===== src/rtl/rv_if_pkg.sv =====
// Shared definitions for the rv_if fetch stage: NOP encoding, FSM states, FIFO entry layout.
package rv_if_pkg;

    localparam logic [31:0] RV_NOP  = 32'h0000_0013;
    localparam int unsigned XLEN    = 32;
    localparam int unsigned ENTRY_W = 2 * XLEN;

    typedef enum logic [1:0] {
        IF_ST_REQ  = 2'd0,
        IF_ST_WAIT = 2'd1,
        IF_ST_DROP = 2'd2
    } if_state_e;

    typedef struct packed {
        logic [XLEN-1:0] addr;
        logic [XLEN-1:0] ins;
    } if_entry_t;

    function automatic logic [XLEN-1:0] word_align(input logic [XLEN-1:0] a);
        return a & 32'hFFFF_FFFC;
    endfunction

endpackage


===== src/rtl/rv_if_fifo.sv =====
// Prefetch FIFO: power-of-two depth, head always visible, flush wins over push and pop.
module rv_if_fifo #(
    parameter int unsigned WIDTH = 64,
    parameter int unsigned DEPTH = 2
) (
    input  logic                   clk,
    input  logic                   rst,
    input  logic                   push_i,
    input  logic                   pop_i,
    input  logic                   flush_i,
    input  logic [WIDTH-1:0]       data_i,
    output logic [WIDTH-1:0]       head_o,
    output logic [$clog2(DEPTH):0] count_o,
    output logic                   full_o,
    output logic                   empty_o
);

    localparam int unsigned PW = $clog2(DEPTH);
    localparam int unsigned CW = PW + 1;

    logic [WIDTH-1:0] mem_q [DEPTH];
    logic [PW-1:0]    wr_ptr_q;
    logic [PW-1:0]    rd_ptr_q;
    logic [CW-1:0]    count_q;
    logic             do_push;
    logic             do_pop;

    assign do_push = push_i && !flush_i;
    assign do_pop  = pop_i && !flush_i;

    // Storage carries no reset; only pointers and count define validity.
    always_ff @(posedge clk) begin
        if (do_push) begin
            mem_q[wr_ptr_q] <= data_i;
        end
    end

    always_ff @(posedge clk or posedge rst) begin
        if (rst) begin
            wr_ptr_q <= '0;
            rd_ptr_q <= '0;
            count_q  <= '0;
        end else if (flush_i) begin
            wr_ptr_q <= '0;
            rd_ptr_q <= '0;
            count_q  <= '0;
        end else begin
            if (do_push) begin
                wr_ptr_q <= wr_ptr_q + PW'(1);
            end
            if (do_pop) begin
                rd_ptr_q <= rd_ptr_q + PW'(1);
            end
            case ({do_push, do_pop})
                2'b10:   count_q <= count_q + CW'(1);
                2'b01:   count_q <= count_q - CW'(1);
                default: count_q <= count_q;
            endcase
        end
    end

    assign head_o  = mem_q[rd_ptr_q];
    assign count_o = count_q;
    assign full_o  = (count_q == CW'(DEPTH));
    assign empty_o = (count_q == '0);

endmodule


===== src/rtl/rv_if.sv =====
// Instruction fetch stage: owns the fetch PC, keeps one memory request in flight,
// buffers returned words in a prefetch FIFO and handles EX redirects.
module rv_if
    import rv_if_pkg::*;
#(
    parameter logic [31:0] RESET_PC   = 32'h0000_0000,
    parameter int unsigned FIFO_DEPTH = 2
) (
    input  logic        CLK,
    input  logic        RST,
    output logic        IF2MEM_REQ,
    output logic [31:0] IF2MEM_ADDR,
    input  logic        MEM2IF_GNT,
    input  logic        MEM2IF_RVALID,
    input  logic [31:0] MEM2IF_RDATA,
    input  logic        EX2IF_JUMP_EN,
    input  logic [31:0] EX2IF_JUMP_ADDR,
    input  logic        ID2IF_STALL,
    output logic [31:0] IF2ID_ADDR,
    output logic [31:0] IF2ID_INS,
    output logic        IF2ID_VALID,
    output logic        IF2ID_WASH
);

    localparam int unsigned CW = $clog2(FIFO_DEPTH) + 1;

    if_state_e      state_q;
    if_state_e      state_d;
    logic [31:0]    fetch_pc_q;
    logic [31:0]    fetch_pc_d;
    logic [31:0]    req_pc_q;
    logic [31:0]    req_pc_d;

    logic           req_c;
    logic           push_c;
    logic           pop_c;
    logic           space_after_push_c;
    if_entry_t      push_entry;
    if_entry_t      head_entry;
    logic [ENTRY_W-1:0] push_data;
    logic [ENTRY_W-1:0] head_data;
    logic [CW-1:0]  fifo_count;
    logic           fifo_full;
    logic           fifo_empty;

    assign pop_c = !fifo_empty && !ID2IF_STALL && !EX2IF_JUMP_EN;

    // A pop in the same cycle keeps the slot of the word being pushed free.
    assign space_after_push_c = pop_c || (fifo_count < CW'(FIFO_DEPTH - 1));

    always_comb begin
        state_d    = state_q;
        fetch_pc_d = fetch_pc_q;
        req_pc_d   = req_pc_q;
        req_c      = 1'b0;
        push_c     = 1'b0;

        case (state_q)
            IF_ST_REQ: begin
                req_c = !fifo_full && !EX2IF_JUMP_EN;
                if (req_c && MEM2IF_GNT) begin
                    req_pc_d   = fetch_pc_q;
                    fetch_pc_d = fetch_pc_q + 32'd4;
                    state_d    = IF_ST_WAIT;
                end
            end
            IF_ST_WAIT: begin
                if (MEM2IF_RVALID) begin
                    if (EX2IF_JUMP_EN) begin
                        state_d = IF_ST_REQ;
                    end else begin
                        push_c = 1'b1;
                        req_c  = space_after_push_c;
                        if (req_c && MEM2IF_GNT) begin
                            req_pc_d   = fetch_pc_q;
                            fetch_pc_d = fetch_pc_q + 32'd4;
                            state_d    = IF_ST_WAIT;
                        end else begin
                            state_d = IF_ST_REQ;
                        end
                    end
                end else if (EX2IF_JUMP_EN) begin
                    state_d = IF_ST_DROP;
                end
            end
            IF_ST_DROP: begin
                // The stale response closes the drop even if another redirect lands on it.
                if (MEM2IF_RVALID) begin
                    state_d = IF_ST_REQ;
                end
            end
            default: begin
                state_d = IF_ST_REQ;
            end
        endcase

        if (EX2IF_JUMP_EN) begin
            fetch_pc_d = word_align(EX2IF_JUMP_ADDR);
        end
    end

    always_ff @(posedge CLK or posedge RST) begin
        if (RST) begin
            state_q    <= IF_ST_REQ;
            fetch_pc_q <= word_align(RESET_PC);
            req_pc_q   <= '0;
        end else begin
            state_q    <= state_d;
            fetch_pc_q <= fetch_pc_d;
            req_pc_q   <= req_pc_d;
        end
    end

    assign push_entry.addr = req_pc_q;
    assign push_entry.ins  = MEM2IF_RDATA;
    assign push_data       = push_entry;
    assign head_entry      = head_data;

    rv_if_fifo #(
        .WIDTH (ENTRY_W),
        .DEPTH (FIFO_DEPTH)
    ) u_fifo (
        .clk     (CLK),
        .rst     (RST),
        .push_i  (push_c),
        .pop_i   (pop_c),
        .flush_i (EX2IF_JUMP_EN),
        .data_i  (push_data),
        .head_o  (head_data),
        .count_o (fifo_count),
        .full_o  (fifo_full),
        .empty_o (fifo_empty)
    );

    assign IF2MEM_REQ  = req_c && !RST;
    assign IF2MEM_ADDR = fetch_pc_q;
    assign IF2ID_VALID = !fifo_empty;
    assign IF2ID_INS   = fifo_empty ? RV_NOP : head_entry.ins;
    assign IF2ID_ADDR  = fifo_empty ? 32'h0 : head_entry.addr;
    assign IF2ID_WASH  = EX2IF_JUMP_EN;

endmodule


===== config.mk =====
export PLATFORM = sky130hd
export DESIGN_NAME = rv_if
export DESIGN_NICKNAME = d
export VERILOG_FILES = /design/src/rtl/rv_if_pkg.sv /design/src/rtl/rv_if_fifo.sv /design/src/rtl/rv_if.sv
export SDC_FILE = /design/constraint.sdc
export NUM_CORES = 1
export LEC_CHECK = 0
export BUFFER_PORTS_ARGS = -buffer_cell sky130_fd_sc_hd__buf_2
export CORE_MARGIN = 3
export CORE_UTILIZATION = 55
export DETAILED_ROUTE_END_ITERATION = 10
export GPL_TIMING_DRIVEN = 0
export PLACE_DENSITY_LB_ADDON = 0.25
export SLEW_MARGIN = 30
export SYNTH_ARGS = -nofsm -noshare
export SYNTH_HDL_FRONTEND = slang
export SYNTH_SLANG_ARGS = --single-unit
export TNS_END_PERCENT = 1

===== constraint.sdc =====
create_clock -name CLK -period 8.06 [get_ports CLK]
set_clock_uncertainty 0.1 [all_clocks]
set_input_delay 0.403 -clock CLK [delete_from_list [all_inputs] [get_ports CLK]]
set_output_delay 0.403 -clock CLK [all_outputs]
set_load 0.02 [all_outputs]

==> run summary <==
Status: finished clean
Asr flop ratio synth: 34.7%
Total die area: 0.0162 mm^2
CORE AREA: 0.0141 mm^2
Fraction of layout cells with a size suffix above 1: 27.7%
Mapped Area: 0.00810 mm^2
All-Layer GR Usage: 24.3%
I/O Pins: 169
Vias in the first global route: 6007
Synthesized flop and latch total: 190
CP Launch Type: register
Initial antenna violation count: 0
Crit Path Class: reg -> out
TritonCTS clock tree: yes
First-pass GRT wire length: 30700 um
VDD IR max: 0.000163 V
Routed wire length per instance: 18.5 um
Fin crit share: 35.3%
Die X: 127 um
Synth top cells by count: edfxtp_1 (124), nand2_1 (118), nor2_1 (70), dfrtp_1 (66), mux2i_1 (65)
Area delta synth->final: 21.9%
CTS Hold Bufs: 1
Final min period: 2840 ps
Max-cap violation count: 0
HPWL Detailed: 14100 um
Post-layout util: 69.8%
Endpoints failing setup: 0
Hold crit path type: in -> reg
Gr ovfl total: 0
Post-synthesis sequential area ratio: 66.4%
Drt first pass iters: 6
Root Buffer: clkbuf_16
Pin count of the biggest net entering global routing: 38
RSZ-0062 raised after global routing: no
Lkg Pwr: 4.13 nW
Measured slew at the worst slew-check pin: 716 ps
Clock transition at the registers of the reported paths: 60 ps
Multi-input logic area: 0.00250 mm^2
Leading area contributor after synthesis: edfxtp_1
Hold WS: 68.9 ps
WL final: 19500 um
Postcts setup bufs: 0
Cells after Synth: 659
Main synth FF type: edfxtp_1
Final Hold Fails: 0
Worst R2R Path Depth: 10
Cell with the most instances after synthesis: edfxtp_1
R2r setup slk: 5620 ps
Netlist cell types: 52
Syn avg cell area: 12.3 um^2
Clock Latency Late Sink: 430 ps
Crit path DAT: 2340 ps
Crit path required time: 7560 ps
Max Buffers Root-to-Sink: 2
# rows: 43
Number of nets with antenna violations after routing: 0
CTS HTree Levels: 4
Fill cells: 1056
# DRC: 0
Max incr delay on CP: 610 ps
Pins Over Slew Limit: 0
Pwr Density: 323 mW/mm^2
Nets@finish: 933
Resize count post-CTS: 0
I/O Buffers: 161
Worst-path maximum fanout: 10
Clk sinks: 190
Chip height: 127 um
Routed vias: 6042
Sequential cell area: 0.00538 mm^2
Max stage delay cell, worst path: buf_1
Initial DRC count: 711
Via-to-Cell Ratio: 5.73
Relative slew margins: 52.3%
CTS Buf Count: 17
Setup crit end kind: output port
Share of the synthesized area in the top cell type: 46.0%
CP Cell Sequence: clkbuf_1 > buf_1 > mux2i_1 > nor2_1 > buf_2
Number of flops mapped to enable cells by yosys: 124
Peak Freq: 352 MHz
Yosys warning total: 0
GPL Wtd Cong: 0.863
Worst hold path depth: 1
Largest cells by area after synthesis: edfxtp_1 (46%), dfrtp_1 (20%), mux2i_1 (8.0%), nand2_1 (5.5%), nor2_1 (3.2%)
Initial Util: 57.2%
==> sequential cells by signal (all words and copies together), names as in the netlist <==
register / count
u_fifo.mem_q: 124
IF2MEM_ADDR: 30
req_pc_q: 30
state_q: 2
u_fifo.count_o: 2
u_fifo.rd_ptr_q: 1
u_fifo.wr_ptr_q: 1
==> metal layers <==
| layer | routed length (um) | GRT usage [%] | vias to the layer above |
|---|---|---|---|
| met4 | 451 | 10.1 | 0 |
| met3 | 1480 | 4.52 | 42 |
| met2 | 9540 | 39.7 | 284 |
| met1 | 8010 | 32.2 | 2935 |
| li1 | - | - | 2781 |
| met5 | 0 | 0 | - |
==> report_power, final <==
group	leakage (nW)	internal [mW]	total, mW	switching, mW
logic	1.91	0.356	1.04	0.686
registers	1.95	1.22	1.35	0.139
clock network	0.271	0.450	0.794	0.344
total	4.13	2.02	3.19	1.17
==> per-stage QoR <==
stage | area [um^2] | total power [mW] | std cells | setup slack [ps] | TNS [ps]
after floorplan | 8110 | 2.04 | 662 | 2040 | 0
after global placement | 9140 | 2.37 | 1003 | -410 | -25250
after detailed placement | 9300 | 2.41 | 1020 | 5610 | 0
after CTS | 9870 | 3.20 | 1053 | 5210 | 0
after global routing | 9870 | 3.35 | 1053 | 5050 | 0
final | 9870 | 3.19 | 1054 | 5220 | 0
==> cells in the final DEF (no fill, tap or decap), drive strengths merged, types with 14 or more instances in the layout <==
master	synthesis	routed
dfrtp	66	66
nor2	71	71
nand3	22	22
nand2	119	119
o21ai	23	23
edfxtp	124	124
a21oi	14	14
mux2i	65	65
buf	30	208
clkbuf	13	36
==> worst max-delay path: cells and delay by family, from the launching register on <==
family / cells / cell delay (ps)
flops: 1 / 320
mux: 1 / 270
buf+inv: 3 / 1250
simple gates: 1 / 80
==> cell type report <==
class,count,share of cell area (%)
Multi-Input combinational cell,418,25.3
Clock inverter,9,0.862
Sequential cell,190,54.4
Clock buffer,23,4.84
Timing Repair Buffer,179,9.72
Buffer,43,2.12
Antenna cell,1,0.0253
Inverter,11,0.443
Tap cell,180,2.28
==> cells by family after synthesis <==
logic type	Yosys count	synth area share, %
AND/OR/NAND/NOR	262	14.8
flip-flops	190	66.4
AO/OA/AOI/OAI	82	7.03
multiplexers	65	8.03
buffers and inverters	54	3.09
adder cells (fa/ha/maj)	3	0.463
XOR/XNOR	2	0.216
other	1	0.0463
==> worst paths after layout <==
path                                         from             endpoint
worst max-delay path              u_fifo.rd_ptr_q       IF2ID_ADDR[19]
min in group asynchronous                     RST      IF2MEM_ADDR[11]
worst max register to register  u_fifo.count_o[0]         req_pc_q[20]
max in group asynchronous                     RST      IF2MEM_ADDR[26]
worst min register to register       req_pc_q[23]  u_fifo.mem_q[1][55]
worst min-delay path             MEM2IF_RDATA[25]  u_fifo.mem_q[1][25]
Note: power is estimated with default switching activity, not from simulation.
